`src/rtl/mux_route_if.sv`:
```
// mux_route_if: request/route bundle between requesters and the route scheduler
interface mux_route_if;
  logic [3:0] src_req;
  logic [7:0] src_dst;
  logic [1:0] mux_sel;
  logic [1:0] demux_sel;
  logic       path_en;
  logic [3:0] gnt;
  logic [3:0] done;
  logic       busy;
  modport master (output src_req, src_dst, input mux_sel, demux_sel, path_en, gnt, done, busy);
  modport slave  (input src_req, src_dst, output mux_sel, demux_sel, path_en, gnt, done, busy);
endinterface

```
`src/rtl/mux_route_scheduler.sv`:
```
// mux_route_scheduler: round-robin owner of the shared mux->demux path with hold and break-before-make gap
module mux_route_scheduler #(
  parameter int HOLD_CYCLES = 4,
  parameter int GAP_CYCLES  = 1
) (
  input logic        clk,
  input logic        rst_n,
  mux_route_if.slave bus
);
  localparam int MX = HOLD_CYCLES > GAP_CYCLES ? (HOLD_CYCLES > 2 ? HOLD_CYCLES : 2) : (GAP_CYCLES > 2 ? GAP_CYCLES : 2);
  localparam int CW = $clog2(MX);
  localparam logic [CW-1:0] HOLD_LD = CW'(HOLD_CYCLES - 1);
  localparam logic [CW-1:0] GAP_LD = CW'(GAP_CYCLES > 0 ? GAP_CYCLES - 1 : 0);
  typedef enum logic [1:0] {IDLE, HOLD, GAP} state_t;
  localparam state_t AFTER = GAP_CYCLES > 0 ? GAP : IDLE;
  state_t state_q, state_d;
  logic [1:0] mux_sel_q, mux_sel_d, demux_sel_q, demux_sel_d, last_q, last_d, win, cand;
  logic [3:0] gnt_q, gnt_d, done_q, done_d;
  logic path_en_q, path_en_d, busy_q, busy_d, found;
  logic [CW-1:0] cnt_q, cnt_d;
  // state register; reset leaves src0 with top priority
  always_ff @(posedge clk or negedge rst_n) begin
    if (!rst_n) begin
      state_q     <= IDLE;
      mux_sel_q   <= '0;
      demux_sel_q <= '0;
      last_q      <= 2'd3;
      gnt_q       <= '0;
      done_q      <= '0;
      path_en_q   <= 1'b0;
      busy_q      <= 1'b0;
      cnt_q       <= '0;
    end else begin
      state_q     <= state_d;
      mux_sel_q   <= mux_sel_d;
      demux_sel_q <= demux_sel_d;
      last_q      <= last_d;
      gnt_q       <= gnt_d;
      done_q      <= done_d;
      path_en_q   <= path_en_d;
      busy_q      <= busy_d;
      cnt_q       <= cnt_d;
    end
  end
  // round-robin pick: first requester after the last granted one
  always_comb begin
    win   = last_q;
    found = 1'b0;
    cand  = last_q;
    for (int k = 1; k <= 4; k++) begin
      cand = last_q + 2'(k);
      if (!found && bus.src_req[cand]) begin
        win   = cand;
        found = 1'b1;
      end
    end
  end
  // next state: a dropped request ends the hold early just like expiry
  always_comb begin
    state_d = state_q;
    case (state_q)
      IDLE:    state_d = |bus.src_req ? HOLD : IDLE;
      HOLD:    state_d = (!bus.src_req[mux_sel_q] || cnt_q == '0) ? AFTER : HOLD;
      GAP:     state_d = cnt_q == '0 ? IDLE : GAP;
      default: state_d = IDLE;
    endcase
  end
  // registered outputs; selects stay put outside a grant so the path never glitches
  always_comb begin
    mux_sel_d   = mux_sel_q;
    demux_sel_d = demux_sel_q;
    last_d      = last_q;
    gnt_d       = gnt_q;
    done_d      = '0;
    path_en_d   = path_en_q;
    busy_d      = busy_q;
    cnt_d       = cnt_q;
    case (state_q)
      IDLE: if (|bus.src_req) begin
        mux_sel_d   = win;
        demux_sel_d = bus.src_dst[{win, 1'b0} +: 2];
        gnt_d       = 4'b1 << win;
        path_en_d   = 1'b1;
        busy_d      = 1'b1;
        last_d      = win;
        cnt_d       = HOLD_LD;
      end
      HOLD: if (!bus.src_req[mux_sel_q] || cnt_q == '0) begin
        done_d    = bus.src_req[mux_sel_q] ? gnt_q : 4'b0;
        gnt_d     = '0;
        path_en_d = 1'b0;
        busy_d    = GAP_CYCLES > 0;
        cnt_d     = GAP_LD;
      end else cnt_d = cnt_q - 1'b1;
      GAP: if (cnt_q == '0) busy_d = 1'b0;
        else cnt_d = cnt_q - 1'b1;
      default: ;
    endcase
  end
  assign bus.mux_sel   = mux_sel_q;
  assign bus.demux_sel = demux_sel_q;
  assign bus.gnt       = gnt_q;
  assign bus.done      = done_q;
  assign bus.path_en   = path_en_q;
  assign bus.busy      = busy_q;
endmodule
```
`src/flat_wrapper.sv`:
```
// flat-port wrapper written by rule: the top's interface ports become plain ports
module mux_route_scheduler_flat 
#(
  parameter int HOLD_CYCLES = 4,
  parameter int GAP_CYCLES  = 1
)
  (clk, rst_n, bus_src_req, bus_src_dst, bus_mux_sel, bus_demux_sel, bus_path_en, bus_gnt, bus_done, bus_busy);
  mux_route_if bus_i ();
  input logic clk;
  input logic rst_n;
  input wire logic [$bits(bus_i.src_req)-1:0] bus_src_req;
  input wire logic [$bits(bus_i.src_dst)-1:0] bus_src_dst;
  output wire logic [$bits(bus_i.mux_sel)-1:0] bus_mux_sel;
  output wire logic [$bits(bus_i.demux_sel)-1:0] bus_demux_sel;
  output wire logic [$bits(bus_i.path_en)-1:0] bus_path_en;
  output wire logic [$bits(bus_i.gnt)-1:0] bus_gnt;
  output wire logic [$bits(bus_i.done)-1:0] bus_done;
  output wire logic [$bits(bus_i.busy)-1:0] bus_busy;
  assign bus_i.src_req = bus_src_req;
  assign bus_i.src_dst = bus_src_dst;
  assign bus_mux_sel = bus_i.mux_sel;
  assign bus_demux_sel = bus_i.demux_sel;
  assign bus_path_en = bus_i.path_en;
  assign bus_gnt = bus_i.gnt;
  assign bus_done = bus_i.done;
  assign bus_busy = bus_i.busy;
  mux_route_scheduler #(.HOLD_CYCLES(HOLD_CYCLES), .GAP_CYCLES(GAP_CYCLES)) u_core (.clk(clk), .rst_n(rst_n), .bus(bus_i));
endmodule
```
`config.mk`:
```
export PLATFORM = sky130hd
export DESIGN_NAME = mux_route_scheduler_flat
export DESIGN_NICKNAME = d
export VERILOG_FILES = /design/src/rtl/mux_route_if.sv /design/src/rtl/mux_route_scheduler.sv /design/src/flat_wrapper.sv
export SDC_FILE = /design/constraint.sdc
export NUM_CORES = 1
export LEC_CHECK = 0
export BUFFER_PORTS_ARGS = -buffer_cell sky130_fd_sc_hd__buf_4
export CORE_MARGIN = 2
export CORE_UTILIZATION = 50
export CTS_CLUSTER_SIZE = 14
export DETAILED_ROUTE_END_ITERATION = 6
export MAX_ROUTING_LAYER = met4
export PLACE_DENSITY_LB_ADDON = 0.05
export SLEW_MARGIN = 20
export SYNTH_ARGS = -nofsm -noshare
export SYNTH_HDL_FRONTEND = slang
export SYNTH_SLANG_ARGS = --single-unit
export TNS_END_PERCENT = 20
```
`constraint.sdc`:
```
create_clock -name clk -period 2.2 [get_ports clk]
set_input_delay 0.22 -clock clk [delete_from_list [all_inputs] [get_ports clk]]
set_output_delay 0.22 -clock clk [all_outputs]
set_load 0.005 [all_outputs]
```
==> key figures, run 1 <==
Logic synthesis
  • Fraction of registers with async set/reset: 100.0%
  • Syn avg cell area: 10.05 sq um
  • Syn_nets: 125
  • Post-synth EDFFs: 0
  • Synth top cells by count: 18 x dfrtp_1, 13 x nor2_1, 10 x nand2_1
  • Post-Syn Instances: 106
  • Yosys cell types: 31
  • Synth Flop Type: dfrtp_1
  • YS warnings: 0
  • Top-count cell post-synth: dfrtp_1
  • Top cell type's share of synthesized area: 42.30%
  • #FFs+latches synth: 20
  • Mapped Area: 1065 sq um
  • Seq/Total Area, Yosys: 47.24%
  • Top post-synthesis cells by area: dfrtp_1 42%, ha_1 5.9%, dfstp_2 4.9%
  • Biggest area consumer among synthesized cells: dfrtp_1

Critical path
  • Critical path data arrival time: 2080 ps
  • Req. time, crit path: 2390 ps
  • Worst-path fanout max: 5
  • Critical Path Start Type: flop
  • Critical path capture point type: flop
  • Crit Path Class: reg -> reg

Global routing
  • Total track usage: 20.52%
  • Initial antenna violation count: 0
  • GRT Residual Overflow: 0
  • First-pass GRT wire length: 3870 um
  • Largest net degree at the start of global routing: 21
  • Vias in the first global route: 914

Placed design
  • Dpl ws: 308.8 ps
  • Dpl hpwl: 1755 um
  • IO Port Bufs: 27
  • RePlAce Congestion: 0.8578
  • Placed inst area: 1311 sq um

Power and ir drop
  • VDD IR max: 0.8173 mV
  • Leakage power: 0.6644 nW
  • Power per Cell Area: 1344 nW/um^2

Min path
  • Hold Path Class: in -> reg

Floorplanning
  • Initial Utilization: 53.72%
  • Core area: 1982 sq um
  • Top-Level Pins: 28
  • Row count: 16
  • Die area: 2515 sq um
  • Die width: 50.15 um
  • Die height: 50.15 um

Route
  • Drt initial violations: 9
  • Pre-antenna DRT Iters: 4
  • DRT Wirelength: 2238 um
  • Vias per cell: 5.355
  • WL/cell: 13.48 um
  • # DRC: 0
  • ANT nets after route: 0
  • DR vias: 889

CTS
  • Num CTS Buffers: 3
  • Total clock sinks: 20
  • Clock buffer depth: 2
  • Worst-path clk slew: 120 ps
  • Cts repair resizes: 0
  • Worst-Skew Late Latency: 310 ps
  • TritonCTS clock tree: built
  • Root Buffer: clkbuf_4
  • Setup Fix Bufs, Post-CTS: 0
  • H-Tree Depth: 1

Cells and area
  • Fillers: 168
  • Layout net count: 159
  • Synth-to-layout area growth: 29.02%
  • # diodes: 0
  • Post-Layout Inst Area: 1374 sq um
  • Share of post-route cells with drive strength above 1: 30.22%

Timing
  • Final setup fails: 0
  • Final hold slack: 257.0 ps
  • Rel. slew slack: 64.57%
  • TNS Setup: 0 ps
  • Worst Tran Pin Value: 528.5 ps
  • Final Max Slew Viols: 0
  • Clock Skews: 4.106 ps
  • Worst setup margin: 311.4 ps
  • Fin. Hold Viols: 0
  • RSZ-0062 raised after global routing: false
  • Max Freq: 529.5 MHz
  • Final period utilization: 85.85%
  • Final Critical Period: 1889 ps

Outcome
  • Status: finished, final reports clean

Flow run
  • Max_cap viols: 0
layout make-up:
class / instances / area [sq um] / area share [%]
Sequential cell: 20 / 503.0 / 36.61
Timing Repair Buffer: 30 / 227.7 / 16.58
Clock buffer: 3 / 22.52 / 1.639
Clock inverter: 1 / 30.03 / 2.186
Inverter: 8 / 30.03 / 2.186
Tap cell: 27 / 33.78 / 2.459
Multi-Input combinational cell: 77 / 526.8 / 38.34
report_power, final:
part	total (mW)	switching (mW)	internal, mW
sequential	0.613	0.0953	0.517
clock	0.308	0.124	0.184
combinational	0.927	0.487	0.440
path summary, 6_finish.rpt:
path / cells after the start / end / slack [ps] / start
max in group asynchronous: 2 / u_core.last_q[0] / 1630 / rst_n
min in group asynchronous: 2 / u_core.bus.done[2] / 300 / rst_n
worst min-delay path: 3 / u_core.bus.demux_sel[1] / 260 / bus_src_dst[7]
worst max register to register: 5 / u_core.bus.demux_sel[1] / 310 / u_core.last_q[0]
worst min register to register: 1 / u_core.cnt_q[0] / 470 / u_core.cnt_q[0]
worst max-delay path: 5 / u_core.bus.demux_sel[1] / 310 / u_core.last_q[0]
registers in the layout (all words and copies together), names as in the netlist:
register and count:
u_core.bus.done 4, u_core.bus.gnt 4, u_core.bus.demux_sel 2, u_core.bus.mux_sel 2, u_core.cnt_q 2, u_core.last_q 2, u_core.state_q 2, u_core.bus.busy 1
u_core.bus.path_en 1
cells by family (layout without fill, tap and decap cells):
family / Yosys count / after routing / synth area share, %
and+or+nand+nor: 42 / 42 / 21.15
AOI/OAI and AO/OA: 27 / 27 / 18.10
DFF: 20 / 20 / 47.24
buffers and inverters: 9 / 42 / 3.290
adders and majority gates: 5 / 5 / 5.875
muxes: 3 / 3 / 4.348
per-stage QoR:
stage	util, %	std cells	power [mW]
final	69.32	166	1.847
after global routing	69.32	166	2.012
after CTS	69.32	166	1.865
after detailed placement	66.16	161	1.547
after global placement	66.16	161	1.521
after floorplan	-	106	1.235
cells in the final DEF (no fill, tap or decap):
cell           count
and2_1             4
nand2b_1           3
o221ai_2           1
a22o_1             2
dfrtp_1           18
nand2_1           10
a21oi_1            8
nor2_1            13
a32o_1             2
bufinv_16          1
a2111oi_0          2
nor4b_1            2
dfstp_2            2
nor3_2             1
or2b_1             1
dlygate4sd3_1      1
or2_2              1
nor3_1             2
mux4_1             1
mux2i_1            2
a221oi_1           1
o211ai_1           1
a211oi_1           3
buf_4             29
or3_4              1
nor2b_1            2
o21ai_0            5
nor4_2             1
a21boi_2           1
ha_1               5
clkbuf_4           3
and2_2             1
a21o_1             1
inv_1              8
metal layers:
layer / wire, um / track usage [%] / vias to the layer above / part of all wire [%]
met1: 990 / 23.60 / 417 / 44
met3: 95 / 3.571 / 2 / 4.2
met4: 14 / 7.870 / 0 / 0.63
met5: 0 / - / - / 0
met2: 1138 / 35.53 / 27 / 51
li1: - / - / 443 / -
critical path, cell delays in order, from the launching register on:
cell and delay (ps):
dfstp_2 570, nand2b_1 130, nor2_1 100, or3_4 420, a2111oi_0 460, a211oi_1 90
timing repair:
action | CTS | global route
hold buffers | 1 | 0
hold endpoints to repair | 18 | 0
setup endpoints to repair | 0 | 0
Power figures use the tool's default switching activity.
==> inputs of run 2 (changes only) <==
--- a/config.mk
+++ b/config.mk
@@ -12,6 +12,7 @@
 export DETAILED_ROUTE_END_ITERATION = 6
 export MAX_ROUTING_LAYER = met4
 export PLACE_DENSITY_LB_ADDON = 0.05
+export SETUP_SLACK_MARGIN = 0.02
 export SLEW_MARGIN = 20
 export SYNTH_ARGS = -nofsm -noshare
 export SYNTH_HDL_FRONTEND = slang
==> constraint.sdc (replaced) <==
create_clock -name clk -period 2.2 [get_ports clk]
set_input_delay 0.22 -clock clk [delete_from_list [all_inputs] [get_ports clk]]
set_output_delay 0.22 -clock clk [all_outputs]
set_load 0.1 [all_outputs]
==> run 2 against run 1 <==
- die area stayed put
- sequential share of layout area is 0.058 points higher
- register-to-register slack hardly changed
- flip-flop and latch count stayed put
- clock skew hardly changed
- cell count stayed put
- global-route usage is 0.59 points lower
- critical endpoint unchanged
==> key figures, run 2 (synthesis gave the netlist of run 1 again) <==
Outcome
  • Status: finished, final reports clean

Timing
  • Fin. Hold Viols: 0 (unchanged)
  • Clock Skews: 3.880 ps (-0.2259 ps)
  • Final setup fails: 0 (unchanged)
  • Rel. slew slack: 59.83% (-4.7 points)
  • Max Freq: 532.3 MHz (+0.54%)
  • Final period utilization: 85.39% (-0.46 points)
  • Worst Tran Pin Value: 599.2 ps (+70.67 ps)
  • RSZ-0062 raised after global routing: false
  • TNS Setup: 0 ps (unchanged)
  • Final hold slack: 240.3 ps (-16.70 ps)
  • Final Max Slew Viols: 0 (unchanged)
  • Worst setup margin: 321.5 ps (+10.14 ps)
  • Final Critical Period: 1878 ps (-10.14 ps)

Critical path
  • Worst stage delay on the critical path: 570 ps (about the same)
  • Critical path capture point type: flop
  • Critical Path Start Type: flop
  • Worst-path fanout max: 5 (unchanged)
  • Critical path data arrival time: 2070 ps (about the same)
  • Critical path's slowest cell: dfstp_2
  • Crit-path cells: nand2b_1 -> nor2_1 -> or3_4 -> a2111oi_0 -> a211oi_1
  • CP bufs+invs: 0 (unchanged)
  • Req. time, crit path: 2390 ps (about the same)
  • Kind of cell adding the most delay to the critical path: simple AND/OR/NAND/NOR gates
  • Crit Path Class: reg -> reg

Floorplanning
  • Initial Utilization: 53.72% (unchanged)
  • Die area: 2515 sq um (unchanged)
  • Die width: 50.15 um (unchanged)
  • Core area: 1982 sq um (unchanged)
  • Row count: 16 (unchanged)
  • Die height: 50.15 um (unchanged)
  • Top-Level Pins: 28 (unchanged)

Cells and area
  • Fin cells: 166 (unchanged)
  • Synth-to-layout area growth: 29.14% (about the same)
  • Layout net count: 159 (unchanged)
  • Most frequent cells in the layout: 29 x buf_4, 17 x dfrtp_1, 13 x nor2_1
  • Share of post-route cells with drive strength above 1: 30.94% (+0.72 points)
  • # diodes: 0 (unchanged)
  • Most common library cell in the layout ignoring fill and taps: buf_4

Global routing
  • Largest net degree at the start of global routing: 21 (unchanged)
  • Total track usage: 19.93% (-0.59 points)
  • First-pass GRT wire length: 3698 um (-4.4%)
  • Initial antenna violation count: 0 (unchanged)
  • Vias in the first global route: 882 (-3.5%)
  • GRT Residual Overflow: 0 (unchanged)

CTS
  • H-Tree Depth: 1 (unchanged)
  • Root Buffer: clkbuf_4
  • Worst-path clk slew: 120 ps (about the same)
  • TritonCTS clock tree: built
  • Worst-Skew Late Latency: 310 ps (about the same)
  • Clock buffer depth: 2 (unchanged)
  • Num CTS Buffers: 3 (unchanged)
  • Total clock sinks: 20 (unchanged)
  • Cts repair resizes: 0 (unchanged)
  • Setup Fix Bufs, Post-CTS: 0 (unchanged)
  • Cts hold-fix bufs: 1 (unchanged)

Route
  • Vias per cell: 5.422 (+1.2%)
  • Pre-antenna DRT Iters: 5 (+1)
  • WL/cell: 13.33 um (-1.1%)
  • DRT Wirelength: 2213 um (-1.1%)
  • ANT nets after route: 0 (unchanged)
  • DR vias: 900 (+1.2%)
  • # DRC: 0 (unchanged)
  • Drt initial violations: 11 (+2)

Placed design
  • Dpl hpwl: 1696 um (-3.4%)
  • RePlAce Congestion: 0.8043 (-6.2%)
  • Dpl cells: 161 (unchanged)
  • Dpl ws: 310.2 ps (+1.312 ps)
  • IO Port Bufs: 27 (unchanged)

Flow run
  • Max_cap viols: 0 (unchanged)

Min path
  • Hold Path Class: in -> reg
run 2: cell counts in the layout (fill, tap and decap cells not counted):
No cell type changed its count.
run 2: layout make-up:
cell class                      count  area [sq um]
Multi-Input combinational cell     77         526.8
Fill cell                         158         606.8
Clock inverter                      1         30.03
Sequential cell                    20         504.2
Timing Repair Buffer               30         227.7
Inverter                            8         30.03
Clock buffer                        3         22.52
Tap cell                           27         33.78
run 2: worst min-delay path: cells and delay by family:
kind | cells | cell delay, ps
muxes | 1 | 110
buffers and inverters | 1 | 110
AOI/OAI and AO/OA | 1 | 80
run 2: layer usage:
layer  global-route usage, %  share of wire, %  routed length [um]  vias up
li1                        -                 -                   -      443
met1                   22.82                44                 973      429
met2                   34.65                50                1115       24
met3                   3.571               4.7                 103        4
met4                   7.407              0.90                  20        0
met5                       -                 0                   0        -
run 2: final timing paths:
check                                  from                 endpoint  slack, ps  cells after the start
max                        u_core.last_q[0]  u_core.bus.demux_sel[1]        320                      5
min in group asynchronous             rst_n          u_core.bus.busy        300                      2
max in group asynchronous             rst_n         u_core.last_q[0]       1620                      2
max reg2reg                u_core.last_q[0]  u_core.bus.demux_sel[1]        320                      5
min reg2reg                 u_core.cnt_q[0]          u_core.cnt_q[0]        500                      1
min                          bus_src_dst[7]  u_core.bus.demux_sel[1]        240                      3
run 2: metrics by stage:
stage | utilization, % | instance area, sq um
after detailed placement | 66.22 | 1313
after CTS | 69.38 | 1375
after global routing | 69.38 | 1375
after global placement | 66.22 | 1313
after floorplan | - | 1066
final | 69.38 | 1375
Power of run 2 is not shown: default switching activity piles up to over one toggle a cycle in this logic, so the estimate is an artifact.
